--- src/rtl/dvp_frame_tx_if.sv ---
// Camera-side bundle of the DVP frame emulator: control handshake in, sensor bus out.
interface dvp_frame_tx_if;
  logic       start;
  logic       abort;
  logic [1:0] pattern_sel;
  logic       busy;
  logic       frame_done;
  logic       vsync;
  logic       href;
  logic       pclk;
  logic [7:0] pix_data;

  // Controller side: requests frames and watches the sensor bus.
  modport master (
    output start, abort, pattern_sel,
    input  busy, frame_done, vsync, href, pclk, pix_data
  );

  // Emulator side: drives the sensor bus.
  modport slave (
    input  start, abort, pattern_sel,
    output busy, frame_done, vsync, href, pclk, pix_data
  );
endinterface

--- src/rtl/dvp_frame_tx.sv ---
// DVP (OV7670-style) camera emulator: emits one frame of vsync/href/pclk/pixel bytes
// with a selectable RGB565 test pattern each time start is accepted.
module dvp_frame_tx #(
  parameter int unsigned WIDTH     = 2,
  parameter int unsigned HEIGHT    = 10,
  parameter int unsigned PCLK_DIV  = 1,
  parameter int unsigned VSYNC_LEN = 3,
  parameter int unsigned VBLANK    = 3,
  parameter int unsigned HBLANK    = 3
) (
  input logic          clk,
  input logic          rst_n,
  dvp_frame_tx_if.slave bus
);

  // One shared down-the-phase counter serves vsync, vblank and hblank intervals.
  localparam int unsigned CntMax0 = (VSYNC_LEN > VBLANK) ? VSYNC_LEN : VBLANK;
  localparam int unsigned CntMax  = (CntMax0 > HBLANK) ? CntMax0 : HBLANK;
  localparam int unsigned CntW    = (CntMax > 1) ? $clog2(CntMax) : 1;
  localparam int unsigned PhW     = $clog2(2 * PCLK_DIV);
  localparam int unsigned XW      = (WIDTH > 1) ? $clog2(WIDTH) : 1;
  localparam int unsigned YW      = (HEIGHT > 1) ? $clog2(HEIGHT) : 1;

  localparam logic [CntW-1:0] VsLast = CntW'(VSYNC_LEN - 1);
  localparam logic [CntW-1:0] VbLast = CntW'(VBLANK - 1);
  localparam logic [CntW-1:0] HbLast = CntW'(HBLANK - 1);
  localparam logic [PhW-1:0]  PhLast = PhW'(2 * PCLK_DIV - 1);
  localparam logic [PhW-1:0]  PhHigh = PhW'(PCLK_DIV);
  localparam logic [XW-1:0]   XLast  = XW'(WIDTH - 1);
  localparam logic [YW-1:0]   YLast  = YW'(HEIGHT - 1);

  typedef enum logic [2:0] {
    StIdle,
    StVsLead,
    StVback,
    StLine,
    StHgap,
    StVsTrail,
    StDone
  } state_e;

  state_e          state_q, state_d;
  logic [CntW-1:0] cnt_q, cnt_d;
  logic [PhW-1:0]  ph_q, ph_d;
  logic [XW-1:0]   x_q, x_d;
  logic [YW-1:0]   y_q, y_d;
  logic            b_q, b_d;
  logic [1:0]      pat_q, pat_d;

  logic       busy_q, busy_d;
  logic       done_q, done_d;
  logic       vsync_q, vsync_d;
  logic       href_q, href_d;
  logic       pclk_q, pclk_d;
  logic [7:0] pix_q, pix_d;

  // Frame sequencer: next state and pixel/line/phase counters.
  always_comb begin
    state_d = state_q;
    cnt_d   = cnt_q;
    ph_d    = ph_q;
    x_d     = x_q;
    y_d     = y_q;
    b_d     = b_q;
    pat_d   = pat_q;
    case (state_q)
      StIdle: begin
        if (bus.start) begin
          pat_d   = bus.pattern_sel;
          cnt_d   = '0;
          state_d = StVsLead;
        end
      end
      StVsLead: begin
        if (cnt_q == VsLast) begin
          cnt_d   = '0;
          state_d = StVback;
        end else begin
          cnt_d = cnt_q + CntW'(1);
        end
      end
      StVback: begin
        if (cnt_q == VbLast) begin
          x_d     = '0;
          y_d     = '0;
          b_d     = 1'b0;
          ph_d    = '0;
          state_d = StLine;
        end else begin
          cnt_d = cnt_q + CntW'(1);
        end
      end
      StLine: begin
        if (ph_q == PhLast) begin
          ph_d = '0;
          if (!b_q) begin
            b_d = 1'b1;
          end else begin
            b_d = 1'b0;
            if (x_q == XLast) begin
              cnt_d   = '0;
              state_d = StHgap;
            end else begin
              x_d = x_q + XW'(1);
            end
          end
        end else begin
          ph_d = ph_q + PhW'(1);
        end
      end
      StHgap: begin
        if (cnt_q == HbLast) begin
          cnt_d = '0;
          if (y_q == YLast) begin
            state_d = StVsTrail;
          end else begin
            y_d     = y_q + YW'(1);
            x_d     = '0;
            state_d = StLine;
          end
        end else begin
          cnt_d = cnt_q + CntW'(1);
        end
      end
      StVsTrail: begin
        if (cnt_q == VsLast) begin
          state_d = StDone;
        end else begin
          cnt_d = cnt_q + CntW'(1);
        end
      end
      StDone:  state_d = StIdle;
      default: state_d = StIdle;
    endcase
    // Abort wins over everything, including a start seen in IDLE.
    if (bus.abort) begin
      state_d = StIdle;
    end
  end

  // Output values for the coming cycle, decoded from the next state so outputs are registered.
  always_comb begin
    busy_d  = (state_d != StIdle) && (state_d != StDone);
    done_d  = (state_d == StDone);
    vsync_d = (state_d == StVsLead) || (state_d == StVsTrail);
    href_d  = (state_d == StLine);
    pclk_d  = href_d && (ph_d >= PhHigh);
    pix_d   = 8'h00;
    if (href_d) begin
      case (pat_d)
        2'd0:    pix_d = b_d ? 8'hE0 : 8'h07;
        2'd1:    pix_d = b_d ? 8'hA0 : 8'h3C;
        2'd2:    pix_d = 8'(x_d);
        default: pix_d = (x_d[0] ^ y_d[0]) ? 8'hFF : 8'h00;
      endcase
    end
  end

  // Sequencer state register.
  always_ff @(posedge clk or negedge rst_n) begin
    if (!rst_n) begin
      state_q <= StIdle;
      cnt_q   <= '0;
      ph_q    <= '0;
      x_q     <= '0;
      y_q     <= '0;
      b_q     <= 1'b0;
      pat_q   <= 2'd0;
    end else begin
      state_q <= state_d;
      cnt_q   <= cnt_d;
      ph_q    <= ph_d;
      x_q     <= x_d;
      y_q     <= y_d;
      b_q     <= b_d;
      pat_q   <= pat_d;
    end
  end

  // Output registers.
  always_ff @(posedge clk or negedge rst_n) begin
    if (!rst_n) begin
      busy_q  <= 1'b0;
      done_q  <= 1'b0;
      vsync_q <= 1'b0;
      href_q  <= 1'b0;
      pclk_q  <= 1'b0;
      pix_q   <= 8'h00;
    end else begin
      busy_q  <= busy_d;
      done_q  <= done_d;
      vsync_q <= vsync_d;
      href_q  <= href_d;
      pclk_q  <= pclk_d;
      pix_q   <= pix_d;
    end
  end

  assign bus.busy       = busy_q;
  assign bus.frame_done = done_q;
  assign bus.vsync      = vsync_q;
  assign bus.href       = href_q;
  assign bus.pclk       = pclk_q;
  assign bus.pix_data   = pix_q;

endmodule
--- src/flat_wrapper.sv ---
// flat-port wrapper written by rule: the top's interface ports become plain ports
module dvp_frame_tx_flat 
#(
  parameter int unsigned WIDTH     = 2,
  parameter int unsigned HEIGHT    = 10,
  parameter int unsigned PCLK_DIV  = 1,
  parameter int unsigned VSYNC_LEN = 3,
  parameter int unsigned VBLANK    = 3,
  parameter int unsigned HBLANK    = 3
)
  (clk, rst_n, bus_start, bus_abort, bus_pattern_sel, bus_busy, bus_frame_done, bus_vsync, bus_href, bus_pclk, bus_pix_data);
  dvp_frame_tx_if bus_i ();
  input logic clk;
  input logic rst_n;
  input wire logic [$bits(bus_i.start)-1:0] bus_start;
  input wire logic [$bits(bus_i.abort)-1:0] bus_abort;
  input wire logic [$bits(bus_i.pattern_sel)-1:0] bus_pattern_sel;
  output wire logic [$bits(bus_i.busy)-1:0] bus_busy;
  output wire logic [$bits(bus_i.frame_done)-1:0] bus_frame_done;
  output wire logic [$bits(bus_i.vsync)-1:0] bus_vsync;
  output wire logic [$bits(bus_i.href)-1:0] bus_href;
  output wire logic [$bits(bus_i.pclk)-1:0] bus_pclk;
  output wire logic [$bits(bus_i.pix_data)-1:0] bus_pix_data;
  assign bus_i.start = bus_start;
  assign bus_i.abort = bus_abort;
  assign bus_i.pattern_sel = bus_pattern_sel;
  assign bus_busy = bus_i.busy;
  assign bus_frame_done = bus_i.frame_done;
  assign bus_vsync = bus_i.vsync;
  assign bus_href = bus_i.href;
  assign bus_pclk = bus_i.pclk;
  assign bus_pix_data = bus_i.pix_data;
  dvp_frame_tx #(.WIDTH(WIDTH), .HEIGHT(HEIGHT), .PCLK_DIV(PCLK_DIV), .VSYNC_LEN(VSYNC_LEN), .VBLANK(VBLANK), .HBLANK(HBLANK)) u_core (.clk(clk), .rst_n(rst_n), .bus(bus_i));
endmodule
--- config.mk ---
export PLATFORM = sky130hd
export DESIGN_NAME = dvp_frame_tx_flat
export DESIGN_NICKNAME = d
export VERILOG_FILES = /design/src/rtl/dvp_frame_tx_if.sv /design/src/rtl/dvp_frame_tx.sv /design/src/flat_wrapper.sv
export SDC_FILE = /design/constraint.sdc
export NUM_CORES = 1
export LEC_CHECK = 0
export ABC_AREA = 1
export CAP_MARGIN = 10
export CELL_PAD_IN_SITES_DETAIL_PLACEMENT = 1
export CELL_PAD_IN_SITES_GLOBAL_PLACEMENT = 1
export CORE_MARGIN = 1.5
export CORE_UTILIZATION = 40
export CTS_BUF_LIST = sky130_fd_sc_hd__clkbuf_16
export CTS_CLUSTER_DIAMETER = 30
export DETAILED_ROUTE_END_ITERATION = 7
export GPL_TIMING_DRIVEN = 0
export PLACE_DENSITY_LB_ADDON = 0.1
export SLEW_MARGIN = 20
export SYNTH_ARGS = -nofsm -noshare
export SYNTH_HDL_FRONTEND = slang
export SYNTH_SLANG_ARGS = --single-unit
--- constraint.sdc ---
create_clock -name clk -period 2 [get_ports clk]
set_clock_uncertainty 0.1 [all_clocks]
set_input_delay 0.3 -clock clk [delete_from_list [all_inputs] [get_ports clk]]
set_output_delay 0.3 -clock clk [all_outputs]
set_load 0.01 [all_outputs]
# Word level (Yosys, flattened, before mapping)
# Index checks and enable logic that the tools add are counted.
# Widths: inputs -> output; s select.
totals:
  elab_cells: 97
  ff_bits: 27
  input_bits: 6
classes:
  n_reduce_logical: 12
  add_sub_neg: 4
  order_cmp: 1
  eq_ne: 22
  bitwise_logic: 1
  n_mux: 43
op_table:
  columns: ["op", "count"]
  rows:
  - ["$mux 8", 4]
  - ["$mux 3", 10]
  - ["$pmux 8 s3", 1]
  - ["$pmux 3 s6", 1]
  - ["$mux 2", 8]
  - ["$eq 3x3->1 const B", 4]
  - ["$mux 4", 3]
  - ["$mux 1", 11]
  - ["$ne 2x1->1 const B", 5]
  - ["$eq 3x2->1 const B", 3]
  - ["$pmux 2 s4", 1]
  - ["$pmux 4 s2", 1]
  - ["$eq 3x1->1 const B", 2]
  - ["$ne 2x2->1 const B", 3]
  - ["$reduce_and 6->1", 1]
  - ["$add 4x1->4 const B", 1]
  - ["$eq 2x2->1 const B", 2]
  - ["$eq 4x4->1 const B", 1]
  - ["$pmux 1 s2", 2]
  - ["$reduce_and 4->1", 1]
  - ["$reduce_bool 4->1", 1]
  - ["$reduce_or 2->1", 2]
  - ["$logic_not 3->1", 1]
  - ["$ne 3x3->1 const B", 1]
  - ["11 further kinds", 13]

# Longest topological paths before layout
# Gate-level depths: netlist of the first run.
depth:
  ltp_word: 9
  depth_mapped: 14
  mapped_depth_nobuf: 14

# Worst setup path after synthesis of the first run
# Ideal clock, no wire load.
synth_timing:
  path_kind: "reg-to-reg"
  start: "register u_core.y_q[0]"
  end: "register u_core.pix_q[5] (netlist: u_core.bus.pix_data[5])"
  synth_period_minus_slack_ns: 1.666
  path_stages_with_launch: 14
  arrival_ns: 1.446
  required_ns: 1.780
  setup_ns: 0.120
  slack_ns: 0.334
  cell_sequence: "dfrtp_1 > ha_1 > nand2_1 > nor2_1 > nor2_1 > nand2_4 > nand2_1 > nand2_2 > inv_1 > nand2_1 > nand2_1 > nand2_4 > nand2_4 > nor2_2"
synth_via:
  elab_chain_cells: 8
  word_cells_on_any_way: 18
  classes_between: "1 x add/sub; 2 x eq/ne; 14 x mux; 1 x bitwise"
synth_rtl:
  columns: ["item", "line", "source"]
  rows:
  - ["start: declaration", "dvp_frame_tx.sv:46", "logic [YW-1:0] y_q, y_d;"]
  - ["start signal: assignment", "dvp_frame_tx.sv:174", "y_q <= y_d;"]
  - ["$eq 4x4->1", "dvp_frame_tx.sv:114", "if (y_q == YLast) begin"]
  - ["$mux 1", "dvp_frame_tx.sv:114", null]
  - ["$mux 1", "dvp_frame_tx.sv:112", "if (cnt_q == HbLast) begin"]
  - ["$pmux 1 s3", "dvp_frame_tx.sv:66", "case (state_q)"]
  - ["via u_core.x_d", "dvp_frame_tx.sv:45", "logic [XW-1:0] x_q, x_d;"]
  - ["$xor 1x1->1", "dvp_frame_tx.sv:154", "default: pix_d = (x_d[0] ^ y_d[0]) ? 8'hFF : 8'h00;"]
  - ["$mux 8", "dvp_frame_tx.sv:154", null]
  - ["$pmux 8 s3", "dvp_frame_tx.sv:150", "case (pat_d)"]
  - ["$mux 8", "dvp_frame_tx.sv:149", "if (href_d) begin"]
  - ["via u_core.pix_d[5]", "dvp_frame_tx.sv:55", "logic [7:0] pix_q, pix_d;"]
  - ["end signal: assignment", "dvp_frame_tx.sv:195", "pix_q <= pix_d;"]
  - ["end: declaration", "dvp_frame_tx.sv:55", null]
# The timed path passes the listed nets, and every way through them passes these cells. The select of a mux whose other input is x is not followed.
# A chain may end at the register's enable or synchronous reset.

# Final worst setup path of the first run
layout_timing:
  start: "register u_core.y_q[0]"
  end: "register u_core.pix_q[6] (netlist: u_core.bus.pix_data[6])"
# Same word-level chain as after synthesis.

==> impl_metrics.ini, run 1 <==
[synthesis]
syn_area_um2 = 1440
ys_seq_elements = 26
synth_cell_types = 25
ys_seq_area_frac = 0.451
synth_most_common_cell = nand2_1
ys_warn_count = 0
synth_edf_count = 0
synth_top_area_cell = dfrtp_1
async_flop_share = 1.00
ys.flop_type = dfrtp_1
avgSynthCellArea_um2 = 8.24
mappedNetlistNets = 187
synth.top_cell.area_share = 0.451
ys_top_cells_by_count = nand2_1, dfrtp_1, inv_1
netlist_instances = 175
synth_top_cells_by_area = dfrtp_1, nand2_1, ha_1, inv_1, nor2_1

[place]
dp_hpwl_um = 2610
gp_congestion = 0.762
io_buffers = 18

[clock_network]
cts-root-buf = clkbuf_16
cts_setup_buffers = 0
cts_buffers = 3
cts_buffer_depth = 2
tritoncts = done
htree_levels = 1
clkSinkCount = 26
path_clk_slew_ps = 60
clk_latency_ps = 250

[floorplan]
die-area_um2 = 3970
initial_core_util = 0.425
io_pins = 19
fp.coreArea_um2 = 3390
fp-row-count = 21
die_h_um = 63.0
die_w_um = 63.0

[sta]
period_needed_ps = 1860
fmax_mhz = 538
finalCritPeriodShare = 0.929
relSlewSlack = 0.610
worstMarginPinSlew_ps = 585
hold_violations = 0
fin_setup_tns_ps = 0
drv_slew = 0
setup_viol = 0
rsz0062_at_grt = no

[power]
leakage_nw = 0.901
peakVddDrop_mv = 0.666
power_mw = 1.90
power_density_nw_per_um2 = 1070

[flow_run]
maxCapViolations = 0

[final_layout]
nets = 211
drive_gt1_frac = 0.234
num_antenna_cells = 0
area_growth_pct = 22.9
final_util = 0.523

[setup_path]
crit_fanout = 5
regToRegStartpoint = u_core.y_q[0]
start_kind = register
rrSetupSlack_ps = 140
end_kind = register
crit_type = reg2reg
r2r_cells = 13
r2r-end = u_core.bus.pix_data[6]
critPathArrivalTime_ps = 1900
crit_required_ps = 2040

[detailed_routing]
drc = 0
finalWirelength_um = 3380
drt_iter0_drc = 31
ant_nets = 0
via_per_inst = 4.87
via_count = 1184
wire_per_inst_um = 13.9
drt_pass1_iterations = 3

[grt]
grt_first_pass_wirelength_um = 5980
antenna_found_initial = 0
grt_max_degree = 27
first_global_vias = 1283
grt_overflow = 0
grt.total_usage = 0.191

[hold_path]
hp-class = reg2reg
holdPathEnd = u_core.y_q[3]
hold_start = u_core.y_q[3]
hold_depth = 1

[run_status]
status = finished clean
report_power, final:
group	internal [mW]	switching, mW	total (mW)
sequential	0.614	0.0617	0.676
combinational	0.278	0.516	0.794
clock	0.264	0.162	0.426
kinds of logic (layout without fill, tap and decap cells):
family | count (synthesis) | in the layout | share of synthesized area
compound gates | 25 | 25 | 0.116
buf+inv | 30 | 52 | 0.0807
fa+ha+maj | 6 | 6 | 0.0521
flops | 26 | 26 | 0.451
simple gates | 88 | 88 | 0.299
layout by cell type (no fill, tap or decap):
master	netlist	routed
dlygate4sd3_1	0	1
a22oi_1	2	2
nand2_4	4	4
buf_4	1	1
ha_2	0	1
o21ai_1	2	3
nor2_1	16	12
nand4_1	2	2
o21ai_2	4	4
inv_2	9	10
clkbuf_16	0	3
a22o_1	2	2
nand3_2	1	1
clkdlybuf4s50_1	0	17
nand2_1	37	37
inv_1	20	19
nor2_4	1	1
o2111ai_1	1	1
buf_2	0	1
ha_1	6	5
nand3_1	9	9
nand2_2	6	6
a21oi_1	3	3
o21a_1	2	2
dfrtp_1	26	26
a21oi_2	1	1
nor2_2	9	13
o21ai_0	7	6
o21bai_1	1	1
nor3_1	3	3
worst max-delay path, cell delays in order, from the launching register on:
cell and delay, ps:
dfrtp_1 440, ha_1 240, nand2_1 80, nor2_2 50, nor2_2 130, nand2_4 90, nand2_1 90, nand2_2 70
inv_1 90, nand2_1 60, nand2_1 90, nand2_4 80, nand2_1 100, nor2_2 50
stage by stage:
| stage | instances | cell area, um^2 | setup WS (ps) | hold WS [ps] |
|---|---|---|---|---|
| 4_1_cts | 243 | 1760 | 41.9 | 458 |
| 3_5_place_dp | 239 | 1670 | 41.0 | 241 |
| 5_1_grt | 243 | 1770 | 3.32 | 474 |
| 2_1_floorplan | 175 | 1440 | 334 | -95.6 |
| 3_3_place_gp | 239 | 1680 | 106 | 420 |
| 6_report | 243 | 1770 | 143 | 455 |
per-layer routing:
layer  vias up  track usage  share of wire
met4         0       0.0250         0.0080
met3         4       0.0396          0.027
met2        16        0.356           0.54
met1       567        0.230           0.42
met5         -            0              0
li1        597            -              -
how the worst max path moves through the flow:
| stage | from | endpoint | slack [ps] | cells past startpoint |
|---|---|---|---|---|
| 4_1_cts | u_core.cnt_q[0] | u_core.bus.pix_data[6] | 40 | 13 |
| 3_5_place_dp | u_core.cnt_q[0] | u_core.bus.pix_data[7] | 40 | 13 |
| 2_1_floorplan | u_core.y_q[0] | u_core.bus.pix_data[5] | 330 | 13 |
| 5_1_grt | u_core.y_q[1] | u_core.bus.pix_data[6] | 3 | 14 |
| 3_3_place_gp | u_core.cnt_q[0] | u_core.bus.pix_data[5] | 110 | 13 |
| 6_report | u_core.y_q[0] | u_core.bus.pix_data[6] | 140 | 13 |
sequential cells by signal, summed over array words and instances (netlist names):
name / flops
u_core.bus.vsync: 1
u_core.pat_q: 2
u_core.bus.href: 1
u_core.y_q: 4
u_core.cnt_q: 2
u_core.bus.busy: 1
u_core.bus.pix_data: 7
u_core.x_q: 1
u_core.bus.pclk: 1
u_core.ph_q: 1
u_core.b_q: 1
u_core.state_q: 3
u_core.bus.frame_done: 1
final cells by class:
type	count	area (um^2)
tap	46	57.6
timing repair buffer	19	185
sequential	26	651
buffer	1	7.51
inverter	29	109
multi-input combinational	119	687
fill	401	1620
clock buffer	3	75.1
what timing repair did:
item                                    CTS  global route
pin swaps                                 0             0
gates resized for setup                   1             6
hold endpoints to repair                 26             0
endpoints found under the setup margin    1             9
hold buffers                              1             0
Power figures use the tool's default switching activity.
==> run 2: changes to the inputs <==
--- a/config.mk
+++ b/config.mk
@@ -9,7 +9,6 @@
 export CAP_MARGIN = 10
 export CELL_PAD_IN_SITES_DETAIL_PLACEMENT = 1
 export CELL_PAD_IN_SITES_GLOBAL_PLACEMENT = 1
-export CORE_MARGIN = 1.5
 export CORE_UTILIZATION = 40
 export CTS_BUF_LIST = sky130_fd_sc_hd__clkbuf_16
 export CTS_CLUSTER_DIAMETER = 30
@@ -20,3 +19,4 @@
 export SYNTH_ARGS = -nofsm -noshare
 export SYNTH_HDL_FRONTEND = slang
 export SYNTH_SLANG_ARGS = --single-unit
+export TNS_END_PERCENT = 50
==> run 2 against run 1 <==
Sequential share of layout area decreased by 0.66 points. Critical path depth did not move. Utilization rose by 0.96 points. Total power up 7.9%. Combinational power decreased by 1%. Wire length decreased by 1.3%. Via count grew 2.1%. First-iteration DRC count is 16% lower. Critical endpoint is now u_core.bus.pix_data[5]. Largest cell class unchanged. Largest power group unchanged.
==> impl_metrics.ini, run 2 (synthesized netlist as in run 1, its figures left out) <==
[grt]
grt_first_pass_wirelength_um = 5580
grt.total_usage = 0.201
first_global_vias = 1257
grt_overflow = 0
grt_max_degree = 27
antenna_found_initial = 0

[detailed_routing]
via_per_inst = 4.95
via_count = 1209
drc = 0
finalWirelength_um = 3340
wire_per_inst_um = 13.7
ant_nets = 0
drt_iter0_drc = 26
drt_pass1_iterations = 4

[setup_path]
crit_path_frequent_cell = nand2_1
cp_top_family = simple AND/OR/NAND/NOR gates
crit_chain = ha_1 > nand2_1 > nor2_2 > nor2_2 > nand2_4 > nand2_1 > nand2_2 > inv_1 > nand2_1 > nand2_1 > nand2_4 > nand2_4 > nor2_2
path_buf_inv = 1
critPathArrivalTime_ps = 1880
crit_fanout = 5
slowest_delay_ps = 450
start_kind = register
crit_required_ps = 2060
end_kind = register
crit_type = reg2reg
crit_slowest_cell = dfrtp_1

[final_layout]
layoutNonFillerInstCount = 244
design_area_um2 = 1800
multi_input_area_um2 = 689
drive_gt1_frac = 0.242
seq_area_um2 = 651
final_util = 0.532
num_antenna_cells = 0
nets = 211
largest_reg_flops = 7
final_cell_mix = nand2_1, dfrtp_1, inv_1
nFillCells = 412
layout_commonest_cell = nand2_1
area_growth_pct = 25.2

[sta]
relSlewSlack = 0.590
fmax_mhz = 548
drv_slew = 0
finalCritPeriodShare = 0.913
setup_viol = 0
rsz0062_at_grt = no
setup_slack_ps = 175
period_needed_ps = 1830
worstMarginPinSlew_ps = 614
fin_setup_tns_ps = 0
hold_violations = 0

[floorplan]
fp.coreArea_um2 = 3390
die-area_um2 = 3850
die_w_um = 62.0
fp-row-count = 21
die_h_um = 62.0
io_pins = 19
initial_core_util = 0.425

[hold_path]
hp-class = reg2reg

[clock_network]
cts_setup_buffers = 0
htree_levels = 1
cts_buffer_depth = 2
cts_buffers = 3
cts-root-buf = clkbuf_16
clk_latency_ps = 260
clkSinkCount = 26
tritoncts = done
path_clk_slew_ps = 70

[place]
dp_hpwl_um = 2590
post-place-ws_ps = 76.7
gp_congestion = 0.789
io_buffers = 18
place_inst = 239
post_dp_cell_area_um2 = 1670

[power]
leakage_nw = 0.915
peakVddDrop_mv = 0.523
power_density_nw_per_um2 = 1130

[run_status]
status = finished clean

[flow_run]
maxCapViolations = 0
## run 2: cell types whose count changed in the layout (fill, tap and decap cells not counted), sizes merged
cell,before,now
bufinv,0,1
## run 2: routing by layer
layer	GRT usage	vias up	wire [um]
met2	0.339	17	1690
met3	0.0207	4	91
met4	0.0825	0	38
met1	0.262	592	1510
li1	-	596	-
met5	0	-	0
## run 2: metrics by stage
stage               total power, mW  hold WS (ps)
detailed placement             1.45           246
CTS                            2.05           457
finish                         2.05           457
floorplan                      1.24         -95.6
global route                   2.20           491
global placement               1.42           421
## run 2: layout make-up
class,count,area share
multi-input cells,119,0.382
flip-flops and latches,26,0.361
repair buffers,19,0.103
inverters,29,0.0603
clock buffers,3,0.0416
well taps,46,0.0319
clock inverters,1,0.0166
plain buffers,1,0.00416
## run 2: path summary, 6_finish.rpt
path / slack (ps) / to / cells after the start / startpoint
hold / removal: 460 / u_core.y_q[3] / 1 / u_core.y_q[3]
setup reg to reg: 170 / u_core.bus.pix_data[5] / 13 / u_core.y_q[0]
setup / recovery: 170 / u_core.bus.pix_data[5] / 13 / u_core.y_q[0]
min in group asynchronous: 480 / u_core.state_q[2] / 2 / rst_n
hold reg to reg: 460 / u_core.y_q[3] / 1 / u_core.y_q[3]
max in group asynchronous: 920 / u_core.state_q[0] / 2 / rst_n
## run 2: worst reg2reg max path, cell delays in order (launching register included)
cell,delay [ps]
dfrtp_1,450
ha_1,240
nand2_1,80
nor2_2,50
nor2_2,130
nand2_4,90
nand2_1,80
nand2_2,60
inv_1,90
nand2_1,60
nand2_1,90
nand2_4,80
nand2_4,90
nor2_2,40
## run 2: report_power, final
part           switching [mW]  internal [mW]
Clock                   0.190          0.398
Combinational           0.505          0.278
Sequential             0.0609          0.614
Total                   0.756           1.29
## run 2: repair_timing
| action | CTS | global route |
|---|---|---|
| endpoints found under the setup margin | 0 | 9 |
| hold buffers | 1 | 0 |
| gates resized for setup | 0 | 8 |
| hold endpoints to repair | 26 | 0 |
==> run 3: changes to the inputs <==
--- a/config.mk
+++ b/config.mk
@@ -13,7 +13,6 @@
 export CTS_BUF_LIST = sky130_fd_sc_hd__clkbuf_16
 export CTS_CLUSTER_DIAMETER = 30
 export DETAILED_ROUTE_END_ITERATION = 7
-export GPL_TIMING_DRIVEN = 0
 export PLACE_DENSITY_LB_ADDON = 0.1
 export SLEW_MARGIN = 20
 export SYNTH_ARGS = -nofsm -noshare
==> run 3 against run 2 <==
Count of clock-buffer cells in the layout is the same. Sequential cell count did not move. Setup slack got worse by 43 ps. Highest routed layer unchanged.
==> impl_metrics.ini, run 3 (synthesized netlist as in run 1, its figures left out) <==
[sta]
hold_violations = 0
drv_slew = 0
relSlewSlack = 0.742
period_needed_ps = 1870
hold_ws_ps = 312
setup_slack_ps = 132
worstMarginPinSlew_ps = 382
setup_viol = 0
fmax_mhz = 535
finalCritPeriodShare = 0.934
rsz0062_at_grt = no
fin_setup_tns_ps = 0

[detailed_routing]
drt_iter0_drc = 21
via_per_inst = 4.87
wire_per_inst_um = 14.4
drt_pass1_iterations = 4
finalWirelength_um = 3520
via_count = 1193
ant_nets = 0
drc = 0

[clock_network]
cts_buffer_depth = 2
htree_levels = 1
tritoncts = done
path_clk_slew_ps = 60
clk_latency_ps = 260
clkSinkCount = 26
cts-root-buf = clkbuf_16
cts_hold_buf = 0
cts_buffers = 3

[setup_path]
end_kind = register
regToRegStartpoint = u_core.cnt_q[0]
rrSetupSlack_ps = 130
crit_fanout = 5
critPathArrivalTime_ps = 1920
r2r_cells = 13
r2r-end = u_core.bus.pix_data[2]
crit_required_ps = 2050
crit_type = reg2reg
start_kind = register

[floorplan]
fp.coreArea_um2 = 3390
io_pins = 19
fp-row-count = 21
die-area_um2 = 3850
initial_core_util = 0.425
die_w_um = 62.0
die_h_um = 62.0

[power]
power_density_nw_per_um2 = 1070
leakage_nw = 0.908
peakVddDrop_mv = 0.583

[hold_path]
hp-class = in2async

[final_layout]
area_growth_pct = 24.2
largest_reg_flops = 7
num_antenna_cells = 0
drive_gt1_frac = 0.241
layout_commonest_cell = nand2_1
final_cell_mix = nand2_1, dfrtp_1, inv_1, clkdlybuf4s50_1
nets = 212

[place]
gp_congestion = 0.868
io_buffers = 18
dp_hpwl_um = 2730
post-place-ws_ps = 93.3

[grt]
grt_overflow = 0
grt.total_usage = 0.209
grt_max_degree = 27
grt_first_pass_wirelength_um = 5740
antenna_found_initial = 0
first_global_vias = 1262

[flow_run]
maxCapViolations = 0

[run_status]
status = finished clean
run 3: worst max-delay path by stage:
stage | startpoint | end | cells past startpoint
6_report | u_core.cnt_q[0] | u_core.bus.pix_data[2] | 13
5_1_grt | u_core.cnt_q[0] | u_core.bus.pix_data[2] | 13
4_1_cts | u_core.cnt_q[0] | u_core.bus.pix_data[2] | 13
3_5_place_dp | u_core.cnt_q[0] | u_core.bus.pix_data[5] | 13
3_3_place_gp | bus_start | u_core.bus.pix_data[0] | 8
2_1_floorplan | u_core.y_q[0] | u_core.bus.pix_data[5] | 13
run 3: layer usage:
metal | GRT usage | share of wire
met4 | 0.0603 | 0.0088
met3 | 0.0518 | 0.031
met2 | 0.371 | 0.51
met1 | 0.250 | 0.45
met5 | 0 | 0
run 3: final cells by class:
type,count,area [um^2]
Fill cell,408,1600
Multi-Input combinational cell,119,692
Sequential cell,26,651
Timing Repair Buffer,21,203
Inverter,29,109
Clock buffer,3,75.1
Tap cell,46,57.6
Clock inverter,1,3.75
run 3: worst max-delay path, stage by stage, from the launching register on:
cell and delay [ps]:
dfrtp_1 410, inv_2 110, ha_1 230, nor2_2 70, nor2_2 170, nor2_1 60
nand2_1 90, nand2_2 70, inv_1 80, nand2_1 60, nand2_1 100, nand2_4 80
nand2_4 90, nor2_2 40
run 3: timing repair:
action                                  in CTS  in global routing
resized for setup                            0                  8
endpoints found under the setup margin       0                  8
setup buffers                                0                  1
hold endpoints to repair                     0                  0
run 3: stage by stage:
step,total power [mW],instances,util,instance area (um^2)
after floorplan,1.24,175,-,1440
after global placement,1.43,240,0.498,1690
after detailed placement,1.46,240,0.498,1690
after CTS,1.91,244,0.521,1770
after global routing,2.05,245,0.528,1790
final,1.91,245,0.528,1790
run 3: where the power goes:
part	internal, mW	switching (mW)
registers	0.614	0.0687
logic	0.276	0.509
clock network	0.267	0.172
total	1.16	0.750
